===== src/rtl/mem_bus_arbiter.sv =====
// Two-master, one-slave arbiter for the shared RAM/IO bus.
// Master 0 is the CPU port; master 1 is a secondary requester (debug loader / DMA).
// Round-robin between masters. An owner may keep the bus for up to MAX_HOLD beats
// by asserting lock. Transfers are single-beat with a fixed 1-cycle read latency.
//
// Ports:
//   clk, reset           system clock; synchronous active-low reset
//   mN_req/we/lock       master N request, write enable, keep-bus-after-this-beat
//   mN_addr/wdata        master N address and write data
//   mN_gnt               master N owns the bus this cycle
//   mN_rvalid/rdata      master N read data (one cycle after its read beat)
//   s_we/addr/wdata      slave bus drive
//   s_rdata              slave read data, valid one cycle after the address cycle
module mem_bus_arbiter #(
  parameter int unsigned ADDR_W   = 32,
  parameter int unsigned DATA_W   = 32,
  parameter int unsigned MAX_HOLD = 4
) (
  input  logic              clk,
  input  logic              reset,
  input  logic              m0_req,
  input  logic              m0_we,
  input  logic              m0_lock,
  input  logic [ADDR_W-1:0] m0_addr,
  input  logic [DATA_W-1:0] m0_wdata,
  output logic              m0_gnt,
  output logic              m0_rvalid,
  output logic [DATA_W-1:0] m0_rdata,
  input  logic              m1_req,
  input  logic              m1_we,
  input  logic              m1_lock,
  input  logic [ADDR_W-1:0] m1_addr,
  input  logic [DATA_W-1:0] m1_wdata,
  output logic              m1_gnt,
  output logic              m1_rvalid,
  output logic [DATA_W-1:0] m1_rdata,
  output logic              s_we,
  output logic [ADDR_W-1:0] s_addr,
  output logic [DATA_W-1:0] s_wdata,
  input  logic [DATA_W-1:0] s_rdata
);

  typedef enum logic [1:0] {
    StIdle,
    StOwn0,
    StOwn1
  } state_e;

  // hold_cnt counts locked beats already taken in this tenure beyond the first.
  localparam logic [3:0] HoldMax = 4'(MAX_HOLD - 1);

  state_e     state_q, state_d;
  logic       last_q, last_d;
  logic [3:0] hold_q, hold_d;
  logic       rv0_q, rv1_q;

  logic xfer0, xfer1;

  assign m0_gnt = (state_q == StOwn0);
  assign m1_gnt = (state_q == StOwn1);
  assign xfer0  = m0_gnt & m0_req;
  assign xfer1  = m1_gnt & m1_req;

  // Slave bus is zero whenever no transfer is taking place.
  always_comb begin
    s_we    = 1'b0;
    s_addr  = '0;
    s_wdata = '0;
    if (xfer0) begin
      s_we    = m0_we;
      s_addr  = m0_addr;
      s_wdata = m0_wdata;
    end else if (xfer1) begin
      s_we    = m1_we;
      s_addr  = m1_addr;
      s_wdata = m1_wdata;
    end
  end

  assign m0_rvalid = rv0_q;
  assign m1_rvalid = rv1_q;
  assign m0_rdata  = rv0_q ? s_rdata : '0;
  assign m1_rdata  = rv1_q ? s_rdata : '0;

  always_comb begin
    state_d = state_q;
    last_d  = last_q;
    hold_d  = hold_q;
    unique case (state_q)
      StIdle: begin
        hold_d = '0;
        if (m0_req && m1_req) begin
          state_d = last_q ? StOwn0 : StOwn1;
        end else if (m0_req) begin
          state_d = StOwn0;
        end else if (m1_req) begin
          state_d = StOwn1;
        end
      end
      StOwn0: begin
        if (m0_req) begin
          last_d = 1'b0;
        end
        if (m0_req && m0_lock && (hold_q < HoldMax)) begin
          hold_d = hold_q + 4'd1;
        end else begin
          // Hand over directly when the other master waits, avoiding an idle bubble.
          state_d = m1_req ? StOwn1 : StIdle;
          hold_d  = '0;
        end
      end
      StOwn1: begin
        if (m1_req) begin
          last_d = 1'b1;
        end
        if (m1_req && m1_lock && (hold_q < HoldMax)) begin
          hold_d = hold_q + 4'd1;
        end else begin
          state_d = m0_req ? StOwn0 : StIdle;
          hold_d  = '0;
        end
      end
      default: begin
        state_d = StIdle;
        hold_d  = '0;
      end
    endcase
  end

  always_ff @(posedge clk) begin
    if (!reset) begin
      state_q <= StIdle;
      last_q  <= 1'b1;
      hold_q  <= '0;
      rv0_q   <= 1'b0;
      rv1_q   <= 1'b0;
    end else begin
      state_q <= state_d;
      last_q  <= last_d;
      hold_q  <= hold_d;
      rv0_q   <= xfer0 & ~m0_we;
      rv1_q   <= xfer1 & ~m1_we;
    end
  end

endmodule


===== config.mk =====
export PLATFORM = sky130hd
export DESIGN_NAME = mem_bus_arbiter
export DESIGN_NICKNAME = d
export VERILOG_FILES = /design/src/rtl/mem_bus_arbiter.sv
export SDC_FILE = /design/constraint.sdc
export NUM_CORES = 1
export LEC_CHECK = 0
export CAP_MARGIN = 20
export CELL_PAD_IN_SITES_DETAIL_PLACEMENT = 0
export CELL_PAD_IN_SITES_GLOBAL_PLACEMENT = 2
export CORE_UTILIZATION = 10
export CTS_CLUSTER_DIAMETER = 80
export DETAILED_ROUTE_END_ITERATION = 7
export GPL_TIMING_DRIVEN = 1
export PLACE_DENSITY_LB_ADDON = 0.1
export SYNTH_ARGS = -nofsm -noshare
export SYNTH_HDL_FRONTEND = slang
export SYNTH_SLANG_ARGS = --single-unit
export TNS_END_PERCENT = 20

===== constraint.sdc =====
create_clock -name clk -period 1.6 [get_ports clk]
set_clock_uncertainty 0.1 [all_clocks]
set_input_delay 0.16 -clock clk [delete_from_list [all_inputs] [get_ports clk]]
set_output_delay 0.16 -clock clk [all_outputs]
set_load 0.01 [all_outputs]

# After elaboration in Yosys (flattened, before gate mapping)
# Cells that the tools add are included.
[op_classes]
eq_ne = 7
bitwise_logic = 6
n_addsub = 1
n_mux = 23
reduce_logical = 9
order_cmp = 1
[ops]
columns = ["op", "n"]
rows = [
  ["32-bit 2-to-1 mux", 6],
  ["2-bit 2-to-1 mux", 7],
  ["4-bit 2-to-1 mux", 2],
  ["2-bit != test (second input constant)", 4],
  ["4-bit one-hot mux with 2 select lines", 1],
  ["2-bit one-hot mux with 3 select lines", 1],
  ["3-bit AND reduction", 2],
  ["1-bit logical AND", 5],
  ["1-bit 2-to-1 mux", 5],
  ["4-bit by 1-bit adder with 4-bit output (second input constant)", 1],
  ["1-bit AND", 4],
  ["4-bit by 2-bit < comparator with 1-bit output (second input constant)", 1],
  ["4-bit != test (second input constant)", 1],
  ["2-bit by 1-bit == test with 1-bit output (second input constant)", 1],
  ["2-bit == test (second input constant)", 1],
  ["2-bit zero test", 1],
  ["1-bit inverter", 2],
  ["1-bit one-hot mux with 2 select lines", 1],
  ["2-bit nonzero test", 1],
]
[word_totals]
out_inout_bits = 133
input_bits = 168
ff_bits = 9
elab_cells = 52

# Logic depth before layout (Yosys ltp)
[depth]
ltp_word = 4
ltp_mapped = 7

# Worst setup path before layout
# OpenSTA, ideal clock, no wires.
[synth_timing]
kind = "register to output"
from = "register state_q[1]"
to = "output port s_addr[0]"
slack_ns = -0.150
stages_incl_launch_ff = 8
path_buffers = 2
t_arrival_ns = 1.490
t_required_ns = 1.340
path_cell_list = "dfxtp_1 inv_1 ha_1 and2_1 nor2_1 buf_4 buf_2 a22o_1"
[synth_lines]
columns = ["item", "line_no", "source"]
rows = [
  ["start, declared", "52", "state_e state_q, state_d;"],
  ["start signal, assigned", "132", "state_q <= StIdle;"],
  ["start signal, assigned", "138", "state_q <= state_d;"],
  ["2-bit by 1-bit == test with 1-bit output", "59", "assign m0_gnt = (state_q == StOwn0);"],
  ["named net m0_gnt", "26", "output logic m0_gnt,"],
  ["1-bit AND", "61", "assign xfer0 = m0_gnt & m0_req;"],
  ["32-bit 2-to-1 mux", "69", "if (xfer0) begin"],
  ["end, declared", "38", "output logic [ADDR_W-1:0] s_addr,"],
]
# The timed path passes the listed nets, and every way through them passes these cells.

# Final worst setup path
[layout_timing]
from = "register state_q[1]"
to = "output port s_addr[2]"
[layout_between]
elab_chain_cells = 4
[layout_rtl]
columns = ["item", "line_no", "source"]
rows = [
  ["2-bit == test", "60", "assign m1_gnt = (state_q == StOwn1);"],
  ["1-bit AND", "62", "assign xfer1 = m1_gnt & m1_req;"],
  ["32-bit 2-to-1 mux", "73", "end else if (xfer1) begin"],
  ["32-bit 2-to-1 mux *", "69", ""],
]
# Every way passes the cells marked *; elsewhere a longest branch is shown, timed or not.

==> impl_results.rst <==
.. list-table::
   :header-rows: 1

   * - Metric
     - Value
   * - Count of vias placed by the detailed router
     - 2,719
   * - WP buf/inv
     - 5
   * - # port buffers
     - 300
   * - Via-to-Cell Ratio
     - slightly below 4
   * - Antenna violation net count after detailed routing
     - 0
   * - Final period utilization
     - 1.226
   * - Top Ports
     - 301
   * - Nets
     - 684
   * - Largest fanout on the critical path
     - 5
   * - Combined flip-flop and latch cell area
     - 185.2 µm²
   * - Final min period
     - between 1.5 and 2 ns
   * - Setup CP Type
     - register to output port
   * - Number of buffers inserted during clock tree synthesis
     - 3
   * - Most frequent CP cell
     - sky130_fd_sc_hd__buf_6
   * - Final number of setup-violating endpoints
     - 69
   * - Post-layout instance area
     - 4975 µm²
   * - M2 GR Usage
     - 0.2938
   * - Cell area reported after detailed placement
     - 4830 µm²
   * - DR DRC count
     - 0
   * - Maximum number of pins on one net before global-route repair
     - 34
   * - Cell chain of the critical path
     - buf_6, ha_4, nand2_4, nor2_4, buf_6, buf_8, buf_16, a22o_1, buf_2
   * - Worst path slowest cell
     - sky130_fd_sc_hd__dfxtp_4
   * - Critical Path Source Type
     - register
   * - Req. time, crit path
     - around 1.3 ns
   * - Clock tree buffer depth
     - 2
   * - Proportion of layout cells with a drive suffix above 1
     - 0.2176
   * - Slew Limit Fails
     - 0
   * - CORE AREA
     - roughly 15,000 µm²
   * - Overall routing resource usage
     - 0.1517
   * - Number of violations of the max-capacitance limit
     - 0
   * - Final routed wire length divided by cell count
     - approximately 18 µm
   * - Peak supply drop
     - between 0.3 and 0.4 mV
   * - Clk_lat worst skew
     - 0.23 ns
   * - Minimum hold slack
     - 0.3265 ns
   * - Warnings, synthesis
     - 0
   * - Worst min path class
     - register to register
   * - Number of antenna violations at the first check in global routing
     - 0
   * - Static Leakage
     - 2.450 nW
   * - Synth-to-layout area growth
     - 232.4%
   * - Layout fillers
     - 1,550
   * - Busiest grt layer
     - met2
   * - Routed wire length
     - 12,390 µm
   * - Final hold violation count
     - 0
   * - Top delay family on crit path
     - buffers and inverters
   * - First-pass GRT wire length
     - approximately 18,000 µm
   * - Highest clock rate
     - 0.5098 GHz
   * - Half-perimeter wire length after placement
     - 9461 µm
   * - Number of global-route vias before repair
     - 2,678
   * - Final Core Density
     - 0.3410
   * - Count of TritonRoute iterations in the first routing pass
     - 4
   * - Die W
     - 124.3 µm
   * - Sequential-to-total area share from yosys stat
     - 0.1204
   * - Violated checks
     - setup timing
   * - Die height
     - 124.3 µm
   * - Post-synthesis cell type count
     - 22
   * - Clock tree from TritonCTS
     - done
   * - Final weighted congestion in routability-driven placement
     - just over 0.8
   * - Clock root cell
     - sky130_fd_sc_hd__clkbuf_16
   * - CP max stage delay
     - around 0.35 ns
   * - Clock transition time at the flip-flop clock pins of the worst setup and hold paths
     - 0.04 ns
   * - Overall die area
     - 15,460 µm²
   * - Met3 capacity usage during global routing
     - 0.02792
   * - Hold bufs inserted after CTS
     - 0
   * - Area taken by multi-input logic gates
     - 1262 µm²
   * - Netlist area before placement
     - 1496 µm²
   * - Antenna fix cells
     - 0
   * - Synth Instances
     - 194
   * - Initial DRC count
     - 76
   * - Std cell rows
     - 44
   * - Run status
     - finished with violations
   * - Power density of the placed cells
     - roughly 360 nW/µm²
   * - H-tree lvl count
     - 1
   * - Number of clock sinks
     - 9
   * - Min setup slack post-route
     - -0.3616 ns
   * - Critical Path AT
     - 1.70 ns
   * - RSZ-0062 raised after global routing
     - true
   * - Initial core utilization
     - 0.1026
   * - Congestion Overflow GR
     - 0
   * - Number of storage elements in the synthesis netlist
     - 9
   * - Grt met1 use
     - 0.1770
   * - Critical Path Sink Type
     - output port
   * - Post-Syn Area per Cell
     - 7.714 µm²
   * - Post-Place Worst Slack
     - -0.6601 ns
-- stage by stage --
stage / setup TNS, ns / instances / power [mW]
final: -19.53 / 694 / 1.788
after global placement: -38.37 / 674 / 1.310
after floorplan: 0 / 195 / 0.5565
after CTS: -24.52 / 690 / 1.774
after detailed placement: -38.36 / 674 / 1.308
after global routing: -23.68 / 694 / 1.891
-- what timing repair did --
| item | in CTS | in global routing |
|---|---|---|
| resized for setup | 345 | 25 |
| endpoints found under the setup margin | 135 | 71 |
| endpoints found under the hold margin | 0 | 0 |
| gates cloned | 5 | 3 |
| setup buffers | 7 | 3 |
| pin swaps | 6 | 13 |
-- worst paths after layout --
path	cells after the start	to	slack, ns	from
hold / removal	1	hold_q[0]	0.33	hold_q[0]
setup / recovery	9	s_addr[2]	-0.36	state_q[1]
setup reg to reg	8	hold_q[0]	-0.15	state_q[1]
hold reg to reg	1	hold_q[0]	0.33	hold_q[0]
-- placed cells by master, fill, tap and decap left out, drive strengths merged, types with 3 or more instances in the layout --
cell type      count
a21oi              3
a22o              65
and2              65
buf               89
clkbuf             9
clkdlybuf4s15      3
clkdlybuf4s50    167
dfxtp              9
dlygate4sd2       65
ha                 5
inv                3
nand2              4
nand3              4
nor2               4
-- cells by family (layout without fill, tap and decap cells) --
kind of cell | count (synthesis) | in the layout | synth area share
other | 1 | 2 | 0.002506
AO/OA/AOI/OAI | 75 | 75 | 0.4390
flip-flops | 9 | 9 | 0.1204
AND/OR/NAND/NOR | 81 | 81 | 0.3269
adder cells (fa/ha/maj) | 5 | 5 | 0.04181
buffers and inverters | 23 | 338 | 0.06940
-- cell usage after synthesis, drive strengths merged --
library cell | number | area share
a22o | 65 | 0.38
and2 | 65 | 0.27
buf | 12 | 0.042
dfxtp | 9 | 0.12
clkbuf | 8 | 0.020
ha | 5 | 0.042
nand2 | 4 | 0.010
nand3 | 4 | 0.017
nor2 | 4 | 0.010
a21oi | 3 | 0.010
inv | 3 | 0.0075
nand2b | 2 | 0.0084
nor3b | 2 | 0.010
o32ai | 2 | 0.012
a2111oi | 1 | 0.018
a21boi | 1 | 0.0050
a21o | 1 | 0.0050
conb | 1 | 0.0025
o211ai | 1 | 0.0050
o21ai | 1 | 0.0033
-- worst register-to-register path: stages (launching register included) --
cell	delay [ns]
sky130_fd_sc_hd__dfxtp_4	0.35
sky130_fd_sc_hd__inv_4	0.06
sky130_fd_sc_hd__ha_4	0.12
sky130_fd_sc_hd__buf_4	0.09
sky130_fd_sc_hd__buf_4	0.12
sky130_fd_sc_hd__nand3_2	0.09
sky130_fd_sc_hd__a2111oi_4	0.48
sky130_fd_sc_hd__nand3_1	0.16
sky130_fd_sc_hd__nor2_1	0.11
-- power by group --
part,switching [mW],internal [mW]
Combinational,0.378,0.722
Clock,0.104,0.333
Sequential,0.0129,0.239
-- state kept, by name (all words and copies together) (netlist names) --
signal and count:
last_q 1, m1_rvalid 1, m0_rvalid 1, state_q 2, hold_q 4
-- routing by layer --
layer | part of all wire | vias to the layer above
met5 | 0 | -
met1 | 0.39 | 1235
met3 | 0.057 | 2
met4 | 0.0013 | 0
li1 | - | 1358
met2 | 0.55 | 124
-- area by class of cell --
type | instances | area share
multi-input combinational | 163 | 0.2538
inverter | 3 | 0.002767
clock buffer | 4 | 0.01585
timing repair buffer | 331 | 0.6441
tap | 184 | 0.04628
sequential | 9 | 0.03722
Note: power is estimated with default switching activity, not from simulation.
